$ cat src/rtl/color_cmd_writer.sv
//==============================================================================
// Module      : color_cmd_writer
// Description : Issues the enabled nibbles of one 24-bit RGB command as
//               sequential valid/ack writes to the colour register file.
// Revision    : 1.0 - initial release
//==============================================================================
`default_nettype none

module color_cmd_writer #(
    parameter int TIMEOUT    = 16,
    parameter int GAP_CYCLES = 1
) (
    input  logic        clk,
    input  logic        rst,
    input  logic        start,
    input  logic [1:0]  start_channel,
    input  logic [23:0] start_rgb,
    input  logic [5:0]  start_mask,
    output logic        valid,
    output logic [1:0]  channel,
    output logic [3:0]  address,
    output logic [3:0]  data,
    input  logic        ack,
    output logic        busy,
    output logic        done,
    output logic        err
);

    typedef enum logic [1:0] {
        S_IDLE  = 2'd0,
        S_SCAN  = 2'd1,
        S_DRIVE = 2'd2,
        S_GAP   = 2'd3
    } state_t;

    localparam logic [7:0] C_TO_LAST  = 8'(TIMEOUT - 1);
    localparam logic [2:0] C_GAP_LOAD = 3'(GAP_CYCLES - 1);

    state_t      r_state,   w_state_nxt;
    logic [2:0]  r_index,   w_index_nxt;
    logic [7:0]  r_tcnt,    w_tcnt_nxt;
    logic [2:0]  r_gcnt,    w_gcnt_nxt;
    logic [23:0] r_rgb,     w_rgb_nxt;
    logic [5:0]  r_mask,    w_mask_nxt;
    logic [1:0]  r_cmd_ch,  w_cmd_ch_nxt;
    logic        r_valid,   w_valid_nxt;
    logic [1:0]  r_channel, w_channel_nxt;
    logic [3:0]  r_address, w_address_nxt;
    logic [3:0]  r_data,    w_data_nxt;
    logic        r_busy,    w_busy_nxt;
    logic        r_done,    w_done_nxt;
    logic        r_err,     w_err_nxt;

    logic [3:0]  w_nibble;
    logic [3:0]  w_nib_addr;

    // Index 5 is the R high nibble (addr 3), index 0 the B low nibble (addr 8).
    assign w_nibble   = 4'(r_rgb >> {r_index, 2'b00});
    assign w_nib_addr = 4'd8 - {1'b0, r_index};

    always_comb begin
        w_state_nxt   = r_state;
        w_index_nxt   = r_index;
        w_tcnt_nxt    = r_tcnt;
        w_gcnt_nxt    = r_gcnt;
        w_rgb_nxt     = r_rgb;
        w_mask_nxt    = r_mask;
        w_cmd_ch_nxt  = r_cmd_ch;
        w_valid_nxt   = r_valid;
        w_channel_nxt = r_channel;
        w_address_nxt = r_address;
        w_data_nxt    = r_data;
        w_busy_nxt    = r_busy;
        w_done_nxt    = 1'b0;
        w_err_nxt     = 1'b0;

        case (r_state)
            S_IDLE: begin
                if (start) begin
                    w_rgb_nxt    = start_rgb;
                    w_mask_nxt   = start_mask;
                    w_cmd_ch_nxt = start_channel;
                    w_busy_nxt   = 1'b1;
                    w_index_nxt  = 3'd5;
                    w_state_nxt  = S_SCAN;
                end
            end
            S_SCAN: begin
                if (r_mask[r_index]) begin
                    w_channel_nxt = r_cmd_ch;
                    w_address_nxt = w_nib_addr;
                    w_data_nxt    = w_nibble;
                    w_valid_nxt   = 1'b1;
                    w_tcnt_nxt    = 8'd0;
                    w_state_nxt   = S_DRIVE;
                end else if (r_index == 3'd0) begin
                    w_done_nxt  = 1'b1;
                    w_busy_nxt  = 1'b0;
                    w_state_nxt = S_IDLE;
                end else begin
                    w_index_nxt = r_index - 3'd1;
                end
            end
            S_DRIVE: begin
                // An ack on the expiry cycle still counts as a successful write.
                if (ack) begin
                    w_valid_nxt = 1'b0;
                    if (r_index == 3'd0) begin
                        w_done_nxt  = 1'b1;
                        w_busy_nxt  = 1'b0;
                        w_state_nxt = S_IDLE;
                    end else begin
                        w_index_nxt = r_index - 3'd1;
                        w_gcnt_nxt  = C_GAP_LOAD;
                        w_state_nxt = S_GAP;
                    end
                end else if (r_tcnt == C_TO_LAST) begin
                    w_valid_nxt = 1'b0;
                    w_err_nxt   = 1'b1;
                    w_busy_nxt  = 1'b0;
                    w_state_nxt = S_IDLE;
                end else begin
                    w_tcnt_nxt = r_tcnt + 8'd1;
                end
            end
            S_GAP: begin
                if (r_gcnt == 3'd0) begin
                    w_state_nxt = S_SCAN;
                end else begin
                    w_gcnt_nxt = r_gcnt - 3'd1;
                end
            end
            default: begin
                w_state_nxt = S_IDLE;
            end
        endcase
    end

    always_ff @(posedge clk) begin
        if (rst) begin
            r_state   <= S_IDLE;
            r_index   <= 3'd0;
            r_tcnt    <= 8'd0;
            r_gcnt    <= 3'd0;
            r_rgb     <= 24'd0;
            r_mask    <= 6'd0;
            r_cmd_ch  <= 2'd0;
            r_valid   <= 1'b0;
            r_channel <= 2'd0;
            r_address <= 4'd0;
            r_data    <= 4'd0;
            r_busy    <= 1'b0;
            r_done    <= 1'b0;
            r_err     <= 1'b0;
        end else begin
            r_state   <= w_state_nxt;
            r_index   <= w_index_nxt;
            r_tcnt    <= w_tcnt_nxt;
            r_gcnt    <= w_gcnt_nxt;
            r_rgb     <= w_rgb_nxt;
            r_mask    <= w_mask_nxt;
            r_cmd_ch  <= w_cmd_ch_nxt;
            r_valid   <= w_valid_nxt;
            r_channel <= w_channel_nxt;
            r_address <= w_address_nxt;
            r_data    <= w_data_nxt;
            r_busy    <= w_busy_nxt;
            r_done    <= w_done_nxt;
            r_err     <= w_err_nxt;
        end
    end

    assign valid   = r_valid;
    assign channel = r_channel;
    assign address = r_address;
    assign data    = r_data;
    assign busy    = r_busy;
    assign done    = r_done;
    assign err     = r_err;

endmodule

`default_nettype wire
$ cat config.mk
export PLATFORM = sky130hd
export DESIGN_NAME = color_cmd_writer
export DESIGN_NICKNAME = d
export VERILOG_FILES = /design/src/rtl/color_cmd_writer.sv
export SDC_FILE = /design/constraint.sdc
export NUM_CORES = 1
export LEC_CHECK = 0
export CORE_AREA = 4 4 108 79
export DETAILED_ROUTE_END_ITERATION = 8
export DIE_AREA = 0 0 112 83
export HOLD_SLACK_MARGIN = 0.05
export PLACE_DENSITY = 0.61
export SLEW_MARGIN = 15
export SYNTH_ARGS = -nofsm -noshare
export SYNTH_HDL_FRONTEND = slang
export SYNTH_SLANG_ARGS = --single-unit
$ cat constraint.sdc
create_clock -name clk -period 2.2 [get_ports clk]
set_input_delay 0.22 -clock clk [delete_from_list [all_inputs] [get_ports clk]]
set_output_delay 0.22 -clock clk [all_outputs]
set_load 0.05 [all_outputs]
## After elaboration in Yosys (flattened, before gate mapping)

Index checks and enable logic that the tools add are counted.

| word-level totals | value |
|---|---|
| flip-flop bits (word level) | 62 |
| input bits | 36 |
| output and inout port bits | 14 |
| word-level logic and storage cells | 88 |

| cells by class | value |
|---|---|
| add/sub/neg operators | 4 |
| order comparisons | 1 |
| eq/ne operators | 15 |
| shift operators | 1 |
| muxes and demuxes | 37 |
| bitwise logic cells | 1 |
| reduce and logical (&&, ||, !) cells | 15 |

Operators with widths:

| operator | count |
|---|---|
| 8-bit 2-to-1 mux | 3 |
| 24-bit by 5-bit >> shifter with 4-bit output | 1 |
| 3-bit 2-to-1 mux | 7 |
| 4-bit AND reduction | 5 |
| 2-bit != test (second input constant) | 9 |
| 8-bit case mux with 2 select lines | 1 |
| 2-bit 2-to-1 mux | 7 |
| 1-bit 2-to-1 mux | 12 |
| 3-bit case mux with 3 select lines | 1 |
| 8-bit by 1-bit adder with 8-bit output (second input constant) | 1 |
| 8-bit by 4-bit == test with 1-bit output (second input constant) | 1 |
| 2-bit case mux with 4 select lines | 1 |
| 3-bit logical NOT | 2 |
| 3-bit != test (second input constant) | 2 |
| 3-bit case mux with 2 select lines | 1 |
| 3-bit by 1-bit subtractor with 3-bit output (second input constant) | 2 |
| 2-bit == test (second input constant) | 2 |
| 3-bit by 4-bit less-than comparator with 1-bit output (second input constant) | 1 |
| 1-bit case mux with 2 select lines | 2 |
| 2-bit AND reduction | 2 |
| 2-bit nonzero test | 2 |
| 4-bit by 3-bit subtractor with 4-bit output (first input constant) | 1 |
| 1-bit binary-select mux with 3-bit select | 1 |
| 1-bit case mux with 3 select lines | 1 |
| 6 further kinds | 6 |

## Longest topological paths before layout

| depth | value |
|---|---|
| depth after elaboration | 4 |
| mapped depth | 10 |
| mapped depth without buffers | 8 |

## Worst setup path after synthesis

Ideal clock, no wire load.

| path | value |
|---|---|
| path kind | reg2reg |
| start point | register r_index[0] |
| end point | register r_gcnt[1] |
| library setup time | 0.065 ns |
| arrival | 2.089 ns |
| required time | 2.135 ns |
| setup slack | 0.046 ns |
| stages on the path, launching flop included | 11 |
| path buffers | 2 |
| period minus slack after synthesis | 2.154 ns |
| cells stage by stage | dfxtp_1 > buf_4 > buf_1 > inv_1 > ha_1 > ha_1 > nand3b_1 > and2_1 > o31ai_1 > a22oi_1 > nor2_1 |

| on the way | value |
|---|---|
| word-level cells in the longest chain between the ends | 3 |

Ends and longest elaborated chain:

| item | RTL line | RTL |
|---|---|---|
| start: declaration | 40 | `logic [2:0] r_index, w_index_nxt;` |
| start signal: assignment | 157 | `r_index <= w_index_nxt;` |
| 3-bit logical NOT | 108 | `if (r_index == 3'd0) begin` |
| 2-bit != test (no source line) | -- |  |
| 4-bit AND reduction (no source line) | -- |  |
| end signal: assignment | 159 | `r_gcnt <= w_gcnt_nxt;` |
| end: declaration | 42 | `logic [2:0] r_gcnt, w_gcnt_nxt;` |

Every way passes these cells.
A chain may end at the register's enable or synchronous reset.

## Worst setup path in the final report

| path | value |
|---|---|
| start point | register r_tcnt[0] |
| end point | register r_state[1] |

| on the way | value |
|---|---|
| word-level cells in the longest chain between the ends | 3 |

Ends and longest elaborated chain:

| item | RTL line | RTL |
|---|---|---|
| start: declaration | 41 | `logic [7:0] r_tcnt, w_tcnt_nxt;` |
| start signal: assignment | 158 | `r_tcnt <= w_tcnt_nxt;` |
| 8-bit by 4-bit == test with 1-bit output | 117 | `end else if (r_tcnt == C_TO_LAST) begin` |
| 3-bit != test (no source line) | -- |  |
| 4-bit AND reduction (no source line) | -- |  |
| end signal: assignment | 156 | `r_state <= w_state_nxt;` |
| end: declaration | 39 | `state_t r_state, w_state_nxt;` |

Every way passes these cells.

==> impl_metrics.env <==
export IMPL_endpoint_kind="flop"
export IMPL_worst_hold_path_type="input port to flop"
export IMPL_initial_cell_density_of_the_core_pct=38.4
export IMPL_antenna_cells=0
export IMPL_run_status="completed"
export IMPL_timing_critical_path_fanout_max=6
export IMPL_fmax_mhz=513
export IMPL_row_count=27
export IMPL_synth_sequential_area_ratio_pct=42.6
export IMPL_final_hold_violation_count=0
export IMPL_yosys_cell_count_top_type="nand2_1"
export IMPL_timing_setup_tns_ns=0
export IMPL_first_pass_iters=4
export IMPL_io_buffers=49
export IMPL_worst_setup_path_start_kind="flop"
export IMPL_pin_count_of_the_biggest_net_entering_global_routing=48
export IMPL_routabilityCongestion=0.863
export IMPL_postRouteWirelength_um=7450
export IMPL_ys_ff_latch=62
export IMPL_fraction_of_synthesis_flops_using_an_asynchronous_set_or_reset_pin_pct=0
export IMPL_period_share_pct=88.6
export IMPL_grt_usage_pct=16.3
export IMPL_clock_sink_count=62
export IMPL_core_um2=7600
export IMPL_cts_buffers=9
export IMPL_fillCellCount=753
export IMPL_hold_critical_path_endpoint="r_rgb[5]"
export IMPL_postCtsSetupBuffers=0
export IMPL_clockBufferDepth=2
export IMPL_r2r_start="r_tcnt[0]"
export IMPL_post_route_antenna_net_violation_count=0
export IMPL_worstSetupPathType="flop to flop"
export IMPL_remaining_drc_errors=0
export IMPL_cp_required_ns=2.44
export IMPL_worstMarginPinSlew_ns=0.519
export IMPL_yosysTopAreaCell="dfxtp_1"
export IMPL_wire_length_of_the_first_global_routing_pass_um=12300
export IMPL_netlist_instances=357
export IMPL_post_synth_most_frequent_cells="nand2_1, dfxtp_1, a21oi_1, clkbuf_1"
export IMPL_static_leakage_power_nw=1.38
export IMPL_wl_per_cell_um=14.6
export IMPL_synth_main_ff_cell="dfxtp_1"
export IMPL_timing_final_max_slew_violations=0
export IMPL_max_cap_violations=0
export IMPL_nets=453
export IMPL_post_synth_top_area_fraction_pct=42.6
export IMPL_antenna_violations_before_repair=0
export IMPL_vdd_ir_drop_max_mv=0.346
export IMPL_dr_first_iter_drc_count=165
export IMPL_synth_area_um2=2920
export IMPL_min_from="rst"
export IMPL_tritoncts="yes"
export IMPL_synthesis_area_per_instance_um2=8.17
export IMPL_hold_path_depth=2
export IMPL_yosys_warnings=0
export IMPL_grt_pass1_vias=2406
export IMPL_ff2ff_setup_slack_ns=0.25
export IMPL_r2r_end="r_state[1]"
export IMPL_grt_overflow_total=0
export IMPL_floorplan_die_width_um=112
export IMPL_layout_drive_gt1_share_pct=9.73
export IMPL_timing_hold_ws_ns=0.271
export IMPL_hpwl_after_detailed_placement_um=5350
export IMPL_synth_edf_count=0
export IMPL_clock_tree_root_cell="clkbuf_8"
export IMPL_grt_setup_unrepaired="false"
export IMPL_cts_htree_levels=3
export IMPL_critPathArrivalTime_ns=2.19
export IMPL_cts_hold_buffers_added=0
export IMPL_floorplan_io_pins=50
export IMPL_cts_repair_resize_count=0
export IMPL_clkTransAtPathRegs_ns=0.08
export IMPL_ff_latch_area_um2=1240
export IMPL_layout_min_cycle_time_ns=1.95
export IMPL_timing_clock_skew_ns=0.0138
export IMPL_area_growth_pct=28.2
export IMPL_synthesis_nets=404
export IMPL_synthTopCellsByArea="dfxtp_1, nand2_1, a21oi_1"
export IMPL_routed_via_density=5.14
export IMPL_worstRegToRegCells=6
export IMPL_via_count=2630
export IMPL_final_setup_viol_count=0
export IMPL_power_density_nw_per_um2=843
export IMPL_slew_limit_headroom_pct=65.3
export IMPL_insertion_delay_ns=0.35
export IMPL_ys_types=51
export IMPL_multi_input_logic_area_um2=1540
export IMPL_design_die_area_um2=9300
export IMPL_die_h_um=83
metrics by stage:
stage          power, W  utilization, %  std cells  area [um2]  setup WS, ns
2_1_floorplan   0.00181               -        357        2920        0.0463
3_3_place_gp    0.00206            46.3        496        3520         0.223
3_5_place_dp    0.00207            46.3        496        3520         0.257
4_1_cts         0.00317            49.2        512        3740         0.253
5_1_grt         0.00330            49.2        512        3740        0.0363
6_report        0.00315            49.2        512        3740         0.250
state kept, by name, summed over array words and instances (netlist names):
signal,cells
r_cmd_ch,2
err,1
r_state,2
r_mask,6
r_gcnt,3
channel,2
data,4
valid,1
r_index,3
busy,1
address,4
r_rgb,24
r_tcnt,8
done,1
layer usage:
metal  part of all wire (%)  vias up  GRT usage, %
met3                    7.7       12          5.83
met4                   0.98        0          4.15
met2                     37       85          20.3
met1                     54     1196          25.7
met5                      0        -             0
li1                       -     1337             -
power breakdown:
group	switching [W]	internal (W)	leakage, nW
clock network	0.000465	0.000636	0.106
registers	0.0000648	0.00121	0.506
logic	0.000449	0.000319	0.770
total	0.000979	0.00217	1.38
area by class of cell:
type,count,share of cell area [%]
multi-input combinational,262,41.2
sequential,62,33.2
timing repair buffer,58,15.1
clock buffer,10,3.42
tap,101,3.38
clock inverter,6,2.31
inverter,13,1.31
placed cells by master (no fill, tap or decap), drive strengths merged, types with 3 or more instances in the layout:
| master | n |
|---|---|
| inv | 13 |
| nand3 | 5 |
| clkinv | 3 |
| a211oi | 6 |
| and2 | 3 |
| clkdlybuf4s50 | 48 |
| and3 | 4 |
| or2 | 3 |
| nor2b | 3 |
| nor3 | 9 |
| nor2 | 13 |
| o22ai | 6 |
| a21oi | 47 |
| o21a | 3 |
| buf | 10 |
| nand2 | 90 |
| a22oi | 3 |
| clkbuf | 10 |
| mux2i | 9 |
| ha | 11 |
| nand2b | 6 |
| a311oi | 4 |
| o21ai | 9 |
| mux2 | 6 |
| dfxtp | 62 |
how the worst max path moves through the flow:
stage / from / end / slack, ns / cells past startpoint
2_1_floorplan: r_index[0] / r_gcnt[1] / 0.05 / 10
3_3_place_gp: ack / r_tcnt[4] / 0.22 / 6
3_5_place_dp: ack / r_tcnt[4] / 0.26 / 6
4_1_cts: r_index[0] / r_gcnt[1] / 0.25 / 8
5_1_grt: r_index[0] / r_gcnt[1] / 0.04 / 8
6_report: r_tcnt[0] / r_state[1] / 0.25 / 6
worst max-delay path, cell delays in order (launching register included):
cell and delay [ns]:
dfxtp_1 0.36, ha_1 0.23, nand3_1 0.28, o21ai_4 0.30, nand3_2 0.09, or2_1 0.28
mux2_4 0.30
logic make-up after synthesis:
logic type                 count (synthesis)  synth area share (%)
buffers and inverters                     33                  4.59
and+or+nand+nor                          144                  21.9
adders and majority gates                 11                  4.72
muxes                                     16                  6.44
DFF                                       62                  42.6
AOI/OAI and AO/OA                         91                  19.7
(Power assumes the default switching activity.)
